==> src/rtl/xor_share_arbiter_pkg.sv <==
`default_nettype none
// ============================================================================
// Module      : xor_share_arbiter_pkg
// Description : Shared types and defaults for the shared-XOR arbiter.
// Revision    : 1.0 - initial release
// ============================================================================
package xor_share_arbiter_pkg;

  localparam int DEF_N   = 32;
  localparam int DEF_R   = 4;
  localparam int DEF_IDW = 2;

  typedef enum logic [0:0] {
    XS_EMPTY = 1'b0,
    XS_FULL  = 1'b1
  } xs_state_e;

endpackage
`default_nettype wire

==> src/rtl/rr_pick.sv <==
`default_nettype none
// ============================================================================
// Module      : rr_pick
// Description : Combinational round-robin picker over a doubled request vector.
// Revision    : 1.0 - initial release
// ============================================================================
module rr_pick #(
  parameter int R   = 4,
  parameter int IDW = 2
) (
  input  logic [R-1:0]   req,
  input  logic [IDW-1:0] ptr,
  output logic [R-1:0]   grant,
  output logic [IDW-1:0] idx
);

  logic [2*R-1:0] w_dbl;
  logic [2*R-1:0] w_cand;
  logic [2*R-1:0] w_first;

  assign w_dbl = {req, req};

  // Only the R-wide window starting at ptr is eligible; the first hit wins.
  generate
    for (genvar j = 0; j < 2*R; j++) begin : g_scan
      localparam logic [2*R-1:0] c_below = (2*R)'((64'd1 << j) - 64'd1);
      assign w_cand[j]  = w_dbl[j] && (j >= int'(ptr)) && (j < int'(ptr) + R);
      assign w_first[j] = w_cand[j] && ((w_cand & c_below) == '0);
    end
    for (genvar i = 0; i < R; i++) begin : g_fold
      assign grant[i] = w_first[i] | w_first[i+R];
    end
  endgenerate

  always_comb begin
    idx = '0;
    for (int i = 0; i < R; i++) begin
      if (grant[i]) idx = idx | IDW'(i);
    end
  end

endmodule
`default_nettype wire

==> src/rtl/xor_share_arbiter.sv <==
`default_nettype none
// ============================================================================
// Module      : xor_share_arbiter
// Description : Round-robin sharing of one registered N-bit XOR among R requesters.
// Revision    : 1.0 - initial release
// ============================================================================
module xor_share_arbiter
  import xor_share_arbiter_pkg::*;
#(
  parameter int N   = DEF_N,
  parameter int R   = DEF_R,
  parameter int IDW = DEF_IDW
) (
  input  logic           clk,
  input  logic           rst,
  input  logic [R-1:0]   req_valid,
  output logic [R-1:0]   req_ready,
  input  logic [R*N-1:0] req_a,
  input  logic [R*N-1:0] req_b,
  output logic           res_valid,
  input  logic           res_ready,
  output logic [N-1:0]   res_data,
  output logic [IDW-1:0] res_id,
  output logic           busy
);

  xs_state_e      r_state;
  xs_state_e      w_state_nxt;
  logic [N-1:0]   r_data;
  logic [N-1:0]   w_data_nxt;
  logic [IDW-1:0] r_id;
  logic [IDW-1:0] w_id_nxt;
  logic [IDW-1:0] r_ptr;
  logic [IDW-1:0] w_ptr_nxt;
  logic [R-1:0]   w_onehot;
  logic [IDW-1:0] w_idx;
  logic           w_free;
  logic           w_fire;
  logic [N-1:0]   w_xor;

  rr_pick #(
    .R   (R),
    .IDW (IDW)
  ) u_pick (
    .req   (req_valid),
    .ptr   (r_ptr),
    .grant (w_onehot),
    .idx   (w_idx)
  );

  // A full slot being drained this cycle can be refilled on the same edge.
  assign w_free    = (r_state == XS_EMPTY) || res_ready;
  assign req_ready = (w_free && !rst) ? w_onehot : '0;
  assign w_fire    = |req_ready;

  always_comb begin
    w_xor = '0;
    for (int i = 0; i < R; i++) begin
      if (w_onehot[i]) w_xor = req_a[i*N +: N] ^ req_b[i*N +: N];
    end
  end

  always_comb begin
    w_state_nxt = r_state;
    w_data_nxt  = r_data;
    w_id_nxt    = r_id;
    w_ptr_nxt   = r_ptr;
    if (w_fire) begin
      w_state_nxt = XS_FULL;
      w_data_nxt  = w_xor;
      w_id_nxt    = w_idx;
      w_ptr_nxt   = (w_idx == IDW'(R-1)) ? '0 : w_idx + IDW'(1);
    end else if ((r_state == XS_FULL) && res_ready) begin
      w_state_nxt = XS_EMPTY;
    end
  end

  always_ff @(posedge clk) begin
    if (rst) begin
      r_state <= XS_EMPTY;
      r_data  <= '0;
      r_id    <= '0;
      r_ptr   <= '0;
    end else begin
      r_state <= w_state_nxt;
      r_data  <= w_data_nxt;
      r_id    <= w_id_nxt;
      r_ptr   <= w_ptr_nxt;
    end
  end

  assign res_valid = (r_state == XS_FULL);
  assign res_data  = r_data;
  assign res_id    = r_id;
  assign busy      = res_valid | (|req_valid);

endmodule
`default_nettype wire

==> config.mk <==
export PLATFORM = sky130hd
export DESIGN_NAME = xor_share_arbiter
export DESIGN_NICKNAME = d
export VERILOG_FILES = /design/src/rtl/xor_share_arbiter_pkg.sv /design/src/rtl/rr_pick.sv /design/src/rtl/xor_share_arbiter.sv
export SDC_FILE = /design/constraint.sdc
export NUM_CORES = 1
export LEC_CHECK = 0
export CORE_AREA = 3 3 117 119
export DETAILED_ROUTE_END_ITERATION = 7
export DIE_AREA = 0 0 120 122
export GPL_TIMING_DRIVEN = 0
export HOLD_SLACK_MARGIN = 0.05
export PLACE_DENSITY = 0.73
export SLEW_MARGIN = 5
export SYNTH_ARGS = -nofsm -noshare
export SYNTH_HDL_FRONTEND = slang
export SYNTH_SLANG_ARGS = --single-unit
==> constraint.sdc <==
create_clock -name clk -period 2.5 [get_ports clk]
set_input_delay 0.75 -clock clk [delete_from_list [all_inputs] [get_ports clk]]
set_output_delay 0.75 -clock clk [all_outputs]
set_load 0.02 [all_outputs]
## Word level (Yosys, flattened, before mapping)

Index checks and enable logic that the tools add are counted.

| storage, ports and cells | value |
|---|---|
| bits in registers | 37 |
| word-level logic and storage cells | 71 |
| input bits | 263 |

| operators by class | value |
|---|---|
| add/sub/neg operators | 2 |
| magnitude comparators | 11 |
| mux-type cells | 11 |
| equality and inequality tests | 1 |
| reductions and logical operators | 32 |
| bitwise logic cells | 10 |

Operators with widths:

| cell | number |
|---|---|
| < comparator 4 x 32 -> 1 bit (first input constant) | 4 |
| two-way mux 32 bit | 4 |
| XOR 32 bit | 4 |
| < comparator 3 x 32 -> 1 bit (first input constant) | 2 |
| logical NOT 8 bit | 7 |
| < comparator 1 x 32 -> 1 bit (first input constant) | 1 |
| < comparator 2 x 32 -> 1 bit (first input constant) | 1 |
| logical AND 1 bit | 20 |
| OR reduction 4 bit | 2 |
| two-way mux 2 bit | 3 |
| bitwise OR 1 bit | 5 |
| adder 2 x 3 -> 4 bit (second input constant) | 1 |
| greater-or-equal comparator 1 x 2 -> 1 bit (first input constant) | 2 |
| two-way mux 4 bit | 1 |
| two-way mux 1 bit | 3 |
| adder 2 x 1 -> 2 bit (second input constant) | 1 |
| equality test 2 bit (second input constant) | 1 |
| greater-or-equal comparator 2 bit (first input constant) | 1 |
| nonzero test 2 bit | 1 |
| logical NOT 1 bit | 1 |
| logical OR 1 bit | 1 |
| inverter 1 bit | 1 |

## Logic depth before layout (Yosys ltp)

| logic depth | value |
|---|---|
| word-level depth | 11 |
| gate-level depth with buffers | 7 |
| mapped depth without buffers | 4 |

## Modules after synthesis

From an unflattened synthesis, not the netlist that was laid out.

| unflattened totals | value |
|---|---|
| cells, all modules | 413 |
| area total of the unflattened synthesis | 3450.8 um^2 |

Modules (own cells, without submodules):

| module | times used | cells each | area each (um^2) | sequential area each (um^2) |
|---|---|---|---|---|
| xor_share_arbiter | 1 | 382 | 3254.4 | 740.7 |
| rr_pick | 1 | 31 | 196.4 | 0.0 |

## Worst setup path before layout

OpenSTA, ideal clock, no wires.

| timing path | value |
|---|---|
| kind | input to output |
| start | input req_valid[2] |
| end | output req_ready[1] |
| arrival time | 1931 ps |
| stages on the path | 5 |
| setup slack | -181 ps |
| required time | 1750 ps |
| buffers on the path | 2 |
| path through | buf_2 > a21o_4 > buf_6 > a211o_1 > nor2_1 |

| on the way | value |
|---|---|
| cells in the longest elaborated chain, start to end | 6 |

Ends and longest elaborated chain:

| element | line | text |
|---|---|---|
| from (decl) | xor_share_arbiter.sv:16 | `input logic [R-1:0] req_valid,` |
| logical AND 1 bit (2 in series) | rr_pick.sv:27 | `assign w_cand[j] = w_dbl[j] && (j >= int'(ptr)) && (j < int'(ptr) + R);` |
| logical NOT 8 bit | rr_pick.sv:28 | `assign w_first[j] = w_cand[j] && ((w_cand & c_below) == '0);` |
| logical AND 1 bit | rr_pick.sv:28 |  |
| bitwise OR 1 bit | rr_pick.sv:31 | `assign grant[i] = w_first[i] \| w_first[i+R];` |
| two-way mux 4 bit | xor_share_arbiter.sv:53 | `assign req_ready = (w_free && !rst) ? w_onehot : '0;` |
| to (decl) | xor_share_arbiter.sv:17 | `output logic [R-1:0] req_ready,` |

No other way between the ends.

## Worst setup path in the final report

| timing path | value |
|---|---|
| start | input req_valid[3] |
| end | output req_ready[0] |

| on the way | value |
|---|---|
| cells in the longest elaborated chain, start to end | 5 |

Ends and longest elaborated chain:

| element | line |
|---|---|
| logical AND 1 bit | rr_pick.sv:27 |
| logical NOT 8 bit | rr_pick.sv:28 |
| logical AND 1 bit | rr_pick.sv:28 |
| bitwise OR 1 bit | rr_pick.sv:31 |
| two-way mux 4 bit | xor_share_arbiter.sv:53 |

No other way between the ends.

==> metrics <==
Tcrit/Tclk final 99.7%; Die Y 122 um; Slew Limit Headroom 49.7%; Post-Layout Cell Count 975; Clk pwr share 22.6%; nets@finish 1066; Psw 914 uW; P_leak 0.00276 uW; Avg Inst Size Synth 8.29 sq um; Slowest Stage Delay on Critical Path 0.34 ns; mapped cell area 3970 sq um; CP required 1.75 ns; Layout area overhead 91.0%; fraction of layout cells with a size suffix above 1 11.1%; maximum VDD drop 253 uV; Critical Path AT 1.74 ns; CP most frequent cell buf_6; flops & latches, synth 37; core box area 12700 sq um; status finished clean; Antenna Nets Post-Route 0; antenna violations before repair 0; R2R depth 11; Reg clk slew, reported paths 0.05 ns; most frequent cells in the layout clkdlybuf4s50_1 (291), nor2_1 (69), xor2_1 (64), xnor2_1 (64), a211oi_1 (55); Synth Flop Type dfxtp_1; clk root buf clkbuf_16; Residual DRC 0; register area share after synthesis 18.7%; average wire per cell in the routed design 18.3 um; GRT Overall Usage 23.1%; clk_lat worst skew 0.27 ns; CTS sink cnt 37; MaxCap Viol Count 0; Post-synth EDFFs 0; I/O pin count 303; H-tree Lvls 2; Flop pwr share 24.7%; DRT Wirelength 17.8 mm; Setup TNS 0 ns; ant diodes 0; setup violators final 0; Initial Util 31.3%; worst hold path class flop to flop; fmax 401 MHz; Least-Margin Pin Slew 0.754 ns; Critical Path End Type output pin; CTS tree done; Placed Cells 952; Crit-path slowest cell or3_4; worst clock skew 0.00490 ns; DR vias/cell 5.04; Hold WS 0.494 ns; Warnings, synthesis 0; Worst path depth 6; fin util 59.8%; die width 120 um; CP Cell Sequence buf_8 > buf_6 > or3_4 > o221ai_4 > and3_4 > buf_6; RSZ-0062 raised after global routing true; HPWL after detailed placement 14.6 mm; Buf/Inv on CP 3; DRT Pass-1 Iters 4; first-pass GRT wire length 26.8 mm; Place WS -1.40 ns; switching share of power 33.3%; CP Launch Type primary input; vias in the first global route 5150; Hold Path Cell Cnt 2; Die ar. 14600 sq um; Hold Vio Cnt, Final 0; Cell variety after synth 36; Async SR Flop Fraction 0%; # rows 41; Slew Limit Fails 0; gpl congestion 0.795; CP max FO 6; largest net degree at the start of global routing 16; power density over cell area 362 nW/um^2; Comb power frac 52.7%; Synthesized Nets 742; critical path class primary input to output pin; grt ovf 0; DR iter-0 viols 186; crit-path leading delay family simple AND/OR/NAND/NOR gates; Max Root-Sink Buffers 2; Setup WS post-layout 0.00704 ns; Tmin final 2.49 ns; hold buffer count at CTS 0; internal power 1830 uW; IO buf count 301; commonest non-fill, non-tap cell in the layout clkdlybuf4s50_1; Post-Synthesis Cells 479; vias 4910; CTS Buf Count 5
[area by class of cell]
class	instances	area [sq um]
inverters	3	11.3
well taps	172	215
repair buffers	320	3160
multi-input cells	391	3080
fillers	1137	5090
plain buffers	45	233
clock buffers	7	143
flip-flops and latches	37	742
[worst min-delay path, stage by stage, from the launching register on]
cell and delay, ns:
dfxtp_1 0.31, nor2_1 0.10, nor4_1 0.05
[cells by family (layout without fill, tap and decap cells)]
group / Yosys count / in the layout / share of synthesized area (%)
AO/OA/AOI/OAI: 141 / 141 / 31.7
XOR/XNOR: 128 / 128 / 28.2
buffers and inverters: 51 / 375 / 6.21
flip-flops: 37 / 37 / 18.7
AND/OR/NAND/NOR: 122 / 122 / 15.1
[metrics by stage]
step                      area (sq um)  power, uW
final                             7580       2740
after global routing              7580       2900
after CTS                         7560       2750
after detailed placement          7210       2070
after global placement            7210       2060
after floorplan                   3980       1320
[power groups by stage]
stage	Combinational (uW)	Sequential [uW]	Clock, uW
after floorplan	571	751	0
final	1450	678	620
after detailed placement	1380	688	0
after global placement	1370	686	0
after CTS	1440	677	633
after global routing	1550	684	658
[state kept, by name, indices dropped and copies added, names as in the netlist]
signal and cells:
r_ptr 2, res_data 32, res_id 2, res_valid 1
[synth_stat cells (2+ instances only)]
master	count	share of area (%)
nor2_1	72	6.8
xnor2_1	64	14
xor2_1	64	14
a211oi_1	55	10
dfxtp_1	37	19
and3_1	33	5.2
a32oi_1	32	7.1
clkbuf_1	30	2.8
a2111oi_0	23	5.1
buf_2	11	1.4
a211oi_2	10	3.2
a2111oi_2	8	3.0
nand2b_1	5	0.79
buf_6	4	1.1
buf_4	3	0.57
nor2b_1	3	0.47
a21oi_1	2	0.25
a311oi_1	2	0.44
inv_2	2	0.19
nand2_1	2	0.19
or3_1	2	0.32
[worst paths after layout]
check / start / end / slack, ns
worst max-delay path: req_valid[3] / req_ready[0] / 0.007
worst min register to register: res_id[1] / res_id[1] / 0.49
worst max register to register: r_ptr[1] / res_data[2] / 0.31
worst min-delay path: res_id[1] / res_id[1] / 0.49
[per-layer routing]
layer  up-vias  global-route usage [%]  wire (um)
met5         -                       0          0
met4         0                    3.87        167
met3        12                    5.85       1340
met2       208                    43.2       9420
met1      2256                    27.0       6900
li1       2434                       -          -
[repair_timing]
item                       CTS  global route
pin swaps                    8             4
resized for setup           65             9
setup buffers               18             1
setup endpoints to repair   34            13
No activity file was read; power rests on OpenSTA's default activity.
